==> config.mk <==
export PLATFORM = sky130hd
export DESIGN_NAME = pmau_feeder
export DESIGN_NICKNAME = d
export VERILOG_FILES = /design/src/rtl/pmau_feeder.sv
export SDC_FILE = /design/constraint.sdc
export NUM_CORES = 2
export LEC_CHECK = 0
export CAP_MARGIN = 20
export CORE_AREA = 4 4 439 441
export CTS_CLUSTER_SIZE = 40
export DETAILED_ROUTE_END_ITERATION = 10
export DIE_AREA = 0 0 443 445
export RECOVER_POWER = 100
export SYNTH_ARGS = -nofsm -noshare
export SYNTH_HDL_FRONTEND = slang
export SYNTH_SLANG_ARGS = --single-unit
==> constraint.sdc <==
create_clock -name CLK -period 26.4 [get_ports CLK]
set_input_delay 5.28 -clock CLK [delete_from_list [all_inputs] [get_ports CLK]]
set_output_delay 5.28 -clock CLK [all_outputs]
set_load 0.01 [all_outputs]
==> src/rtl/pmau_feeder.sv <==
// Sequencer for the PMAU input side: buffers up to MAX_BEATS rows of A/X lanes,
// streams them as a framed burst on START, then captures Y onto a valid/ready port.
module pmau_feeder #(
  parameter int DATA_WIDTH = 16,
  parameter int MAX_BEATS  = 8,
  parameter int TIMEOUT    = 64
) (
  input  logic                    CLK,
  input  logic                    RST,
  input  logic                    LD_en,
  input  logic [2:0]              LD_addr,
  input  logic [8*DATA_WIDTH-1:0] LD_A,
  input  logic [8*DATA_WIDTH-1:0] LD_X,
  input  logic                    START,
  input  logic [3:0]              LEN,
  output logic                    BUSY,
  output logic [8*DATA_WIDTH-1:0] A_out,
  output logic [8*DATA_WIDTH-1:0] X_out,
  output logic                    A_valid,
  output logic                    X_valid,
  output logic                    First_Row,
  output logic                    Last_Row,
  input  logic [DATA_WIDTH-1:0]   Y_in,
  input  logic                    Y_valid_in,
  output logic [DATA_WIDTH-1:0]   RES_data,
  output logic                    RES_valid,
  input  logic                    RES_ready,
  output logic                    ERR
);

  localparam int LW = 8 * DATA_WIDTH;
  localparam int TW = $clog2(TIMEOUT + 1);
  localparam logic [3:0]    MAX_LEN  = 4'(MAX_BEATS);
  localparam logic [TW-1:0] TMO_LAST = TW'(TIMEOUT - 1);

  typedef enum logic [1:0] {IDLE, ISSUE, WAIT, HOLD} state_t;

  state_t          state;
  logic [3:0]      len_q;
  logic [2:0]      beat_cnt;
  logic [TW-1:0]   tmo_cnt;
  logic [LW-1:0]   buf_a [MAX_BEATS];
  logic [LW-1:0]   buf_x [MAX_BEATS];
  logic            len_ok;
  logic            last_beat;

  assign len_ok    = (LEN != 4'd0) && (LEN <= MAX_LEN);
  assign last_beat = ({1'b0, beat_cnt} == (len_q - 4'd1));
  assign BUSY      = (state != IDLE);
  assign X_valid   = A_valid;

  // Beat buffer holds data only; it survives reset so a run can be repeated.
  always_ff @(posedge CLK) begin
    if (state == IDLE && LD_en) begin
      buf_a[LD_addr] <= LD_A;
      buf_x[LD_addr] <= LD_X;
    end
  end

  always_ff @(posedge CLK) begin
    if (RST) begin
      state     <= IDLE;
      len_q     <= 4'd0;
      beat_cnt  <= 3'd0;
      tmo_cnt   <= '0;
      A_out     <= '0;
      X_out     <= '0;
      A_valid   <= 1'b0;
      First_Row <= 1'b0;
      Last_Row  <= 1'b0;
      RES_data  <= '0;
      RES_valid <= 1'b0;
      ERR       <= 1'b0;
    end else begin
      // PMAU-side outputs are zero on every cycle that does not carry a beat.
      ERR       <= 1'b0;
      A_valid   <= 1'b0;
      A_out     <= '0;
      X_out     <= '0;
      First_Row <= 1'b0;
      Last_Row  <= 1'b0;
      case (state)
        IDLE: begin
          if (START) begin
            if (len_ok) begin
              len_q    <= LEN;
              beat_cnt <= 3'd0;
              state    <= ISSUE;
            end else begin
              ERR <= 1'b1;
            end
          end
        end
        ISSUE: begin
          A_valid   <= 1'b1;
          A_out     <= buf_a[beat_cnt];
          X_out     <= buf_x[beat_cnt];
          First_Row <= (beat_cnt == 3'd0);
          Last_Row  <= last_beat;
          beat_cnt  <= beat_cnt + 3'd1;
          if (last_beat) begin
            tmo_cnt <= '0;
            state   <= WAIT;
          end
        end
        WAIT: begin
          // A result arriving on the final timeout cycle still wins.
          if (Y_valid_in) begin
            RES_data  <= Y_in;
            RES_valid <= 1'b1;
            state     <= HOLD;
          end else if (tmo_cnt == TMO_LAST) begin
            ERR   <= 1'b1;
            state <= IDLE;
          end else begin
            tmo_cnt <= tmo_cnt + TW'(1);
          end
        end
        HOLD: begin
          if (RES_ready) begin
            RES_valid <= 1'b0;
            state     <= IDLE;
          end
        end
        default: state <= IDLE;
      endcase
    end
  end

endmodule
==> out/qor.txt <==
Outcome - complete, but fails checks
Failing checks - capacitance limit, slew limit
Final setup violation count - 0
Worst-case clock skew - 0.04343 ns
Global-route wire length before repair - 269500 um
Hold Path Class - flop to flop
Largest net degree at the start of global routing - 141
Clock sinks - 2341
Endpoints failing hold - 0
Overflow left after global routing - 0
Placer Congestion - 0.7294
Number of buffers inserted by port buffering - 563
Post-route fraction of the period consumed by the critical path - 58.72%
Net load switching power - 1.593 mW
Final count of pins violating max slew - 2365
Internal Power - 6.239 mW
Cell row count - 160
Die Y - 445 um
Startpoint of the most critical setup path - LD_en
Growth of design area from synthesis to finish - 19.10%
Data arrival time of the critical path - 15.88 ns
Global-route usage over all layers - 18.42%
Type of the worst setup path - input pin to flop
Reported leakage power - 31.86 nW
Tightest slew margin relative to the limit - -466.0%
Launching point of the worst reg2reg path - state[1]
Fin Setup TNS - 0 ns
Dpl cell area - 92740 um2
Initial core utilization - 44.65%
TritonCTS clock tree - done
Fin crit period - 15.50 ns
Part of the power in combinational logic - 4.4%
Pwr Density - 77.85 nW/um2
Synth top area cells - edfxtp_1 73%, mux4_2 14%, dfxtp_1 6.9%, mux2i_1 3.1%, nor2_1 1.2%
Clock group share of total power - 42.9%
Total DRC errors in the routed layout - 0
Worst r2r dst - buf_x[5][125]
Sw frac - 20.34%
Slew of the pin with the lowest slew margin - 8.490 ns
Slack of the worst reg-to-reg path - 14.96 ns
Crit start category - input pin
Routed wire length - 181400 um
EDFF count, synth - 2048
Clock network latency to the later pin of the worst-skew pair - 0.86 ns
Type of destination of the critical path - flop
Top-count cell post-synth - edfxtp_1
Number of buffers created by CTS - 232
Post-detailed-route via-to-cell ratio - 5.357
Number of buffers added to fix hold violations after cts - 0
Starting DRC count in detailed routing - 2812
Routed wire length per instance - 25.37 um
FF+latch count, synth - 2341
Worst-path maximum fanout - 112
Netlist area before placement - 84460 um2
Layout Utilization - 53.17%
Placeable core area - 189200 um2
Required time at the endpoint of the critical path - 26.78 ns
Worst Reg-to-Reg Cells - 5
Horizontal die dimension - 443 um
Top flip-flop cell by instance count after synthesis - edfxtp_1
Antenna violations before repair - 106
Cell Count, Final, Fillers Out - 7150
Achievable clock frequency - 64.51 MHz
Fraction of synthesized cell area taken by the top area cell type - 72.81%
Number of buffers on the longest clock path - 3
HPWL after detailed placement - 101200 um
CTS resizes - 0
Die Area - 197100 um2
Number of nets with antenna violations after routing - 0
Most instantiated cells after synthesis - 2048 x edfxtp_1, 512 x mux4_2, 293 x dfxtp_1
Slack of the critical path - 10.90 ns
Clock transition at the registers of the reported paths - 0.06 ns
Worst-case hold slack - 0.4384 ns
I/O pin count - 564
Synth unique cells - 46
Cell count after placement - 6669
Number of detailed-route iterations in the first pass - 5
Total via count after detailed routing - 38.31k
Sequential area share after synthesis - 79.76%
Layout net count - 4685
Max Cap Violations - 48
Worst Setup EP - buf_x[5][125]
Sequential share of power - 52.7%
Average instance area after synthesis - 22.78 um2
RSZ-0062 raised after global routing - false
Share of flip-flops with an asynchronous set or reset - 0%
Share of final-layout standard cells stronger than drive strength 1 - 19.41%
Number of synthesis warnings - 0
Synth area leader - edfxtp_1
Summed area of non-filler cells in the final layout - 100600 um2
Worst-case setup slack after placement - 16.51 ns
Post CTS Setup Buffer Count - 0
Cell count after synthesis - 3707
Total power after layout - 7.831 mW
Worst ir drop on vdd - 0.06152 mV
Max H-tree Level - 4
Net Count, Synth - 3996
Number of global-route vias before repair - 40.54k
Clk Tree Root Cell - clkbuf_16
-- cell families (layout without fill, tap and decap cells) --
kind of cell / after synthesis / after routing / share of synthesized area [%]
flops: 2341 / 2341 / 79.76
mux: 773 / 773 / 16.75
simple gates: 352 / 352 / 1.659
buf+inv: 190 / 1088 / 1.384
compound gates: 39 / 39 / 0.3126
xor+xnor: 8 / 8 / 0.08296
fa+ha+maj: 4 / 4 / 0.05926
other cells: 0 / 34 / 0
-- sequential cells by signal, indices dropped and copies added (netlist names) --
signal     cells
ERR            1
Last_Row       1
X_out        128
beat_cnt       3
buf_x       1024
len_q          4
A_valid        1
tmo_cnt        7
state          2
RES_data      16
buf_a       1024
A_out        128
RES_valid      1
First_Row      1
-- cell usage in the layout, fill, tap and decap left out, types with 4 or more instances in the layout --
cell                n
a21oi_1            21
nand2_1            43
clkinv_1           42
edfxtp_1         2048
dfxtp_1           290
nor2_1            277
nand4_1             4
clkinv_2           37
xor2_1              7
inv_1              10
diode_2            34
mux2i_1           260
nor3_1              6
dlygate4sd3_1     539
clkinvlp_4          9
ha_1                4
clkdlybuf4s50_1    24
clkbuf_16         235
clkinv_16           7
buf_4              22
bufinv_16          28
clkbuf_1          100
mux4_2            512
clkbuf_8           21
-- final cells by class --
type / instances / area [um2]
clock buffer: 310 / 6372
tap: 2511 / 3142
sequential: 2341 / 67380
antenna: 34 / 85.08
multi-input combinational: 1176 / 15920
fill: 14609 / 88590
timing repair buffer: 635 / 6068
clock inverter: 133 / 1590
inverter: 10 / 37.54
-- routing by layer --
layer,share of wire [%],track usage (%)
met4,2.9,6.129
met3,4.9,3.894
met1,41,23.52
met2,51,31.56
met5,0.084,0
-- worst max-delay path, stage by stage --
cell	delay [ns]
dlygate4sd3_1	0.56
nand3_1	0.17
nor2_1	0.98
clkbuf_1	5.81
clkbuf_1	2.75
-- power by group through the flow --
stage / Sequential, mW / Combinational [mW] / Clock [mW]
floorplan: 4.23 / 0.194 / 0
global placement: 4.20 / 0.361 / 0
detailed placement: 4.20 / 0.365 / 0
CTS: 4.13 / 0.366 / 3.45
global route: 4.14 / 0.372 / 3.61
finish: 4.13 / 0.342 / 3.36
-- worst min path at each step --
stage                            start           end  depth (start not counted)
after CTS                   tmo_cnt[6]    tmo_cnt[6]                          2
final                       tmo_cnt[6]    tmo_cnt[6]                          2
after floorplan             tmo_cnt[6]    tmo_cnt[6]                          2
after global placement      tmo_cnt[6]    tmo_cnt[6]                          2
after global routing      RES_data[10]  RES_data[10]                          2
after detailed placement    tmo_cnt[6]    tmo_cnt[6]                          2
Power figures use the tool's default switching activity.
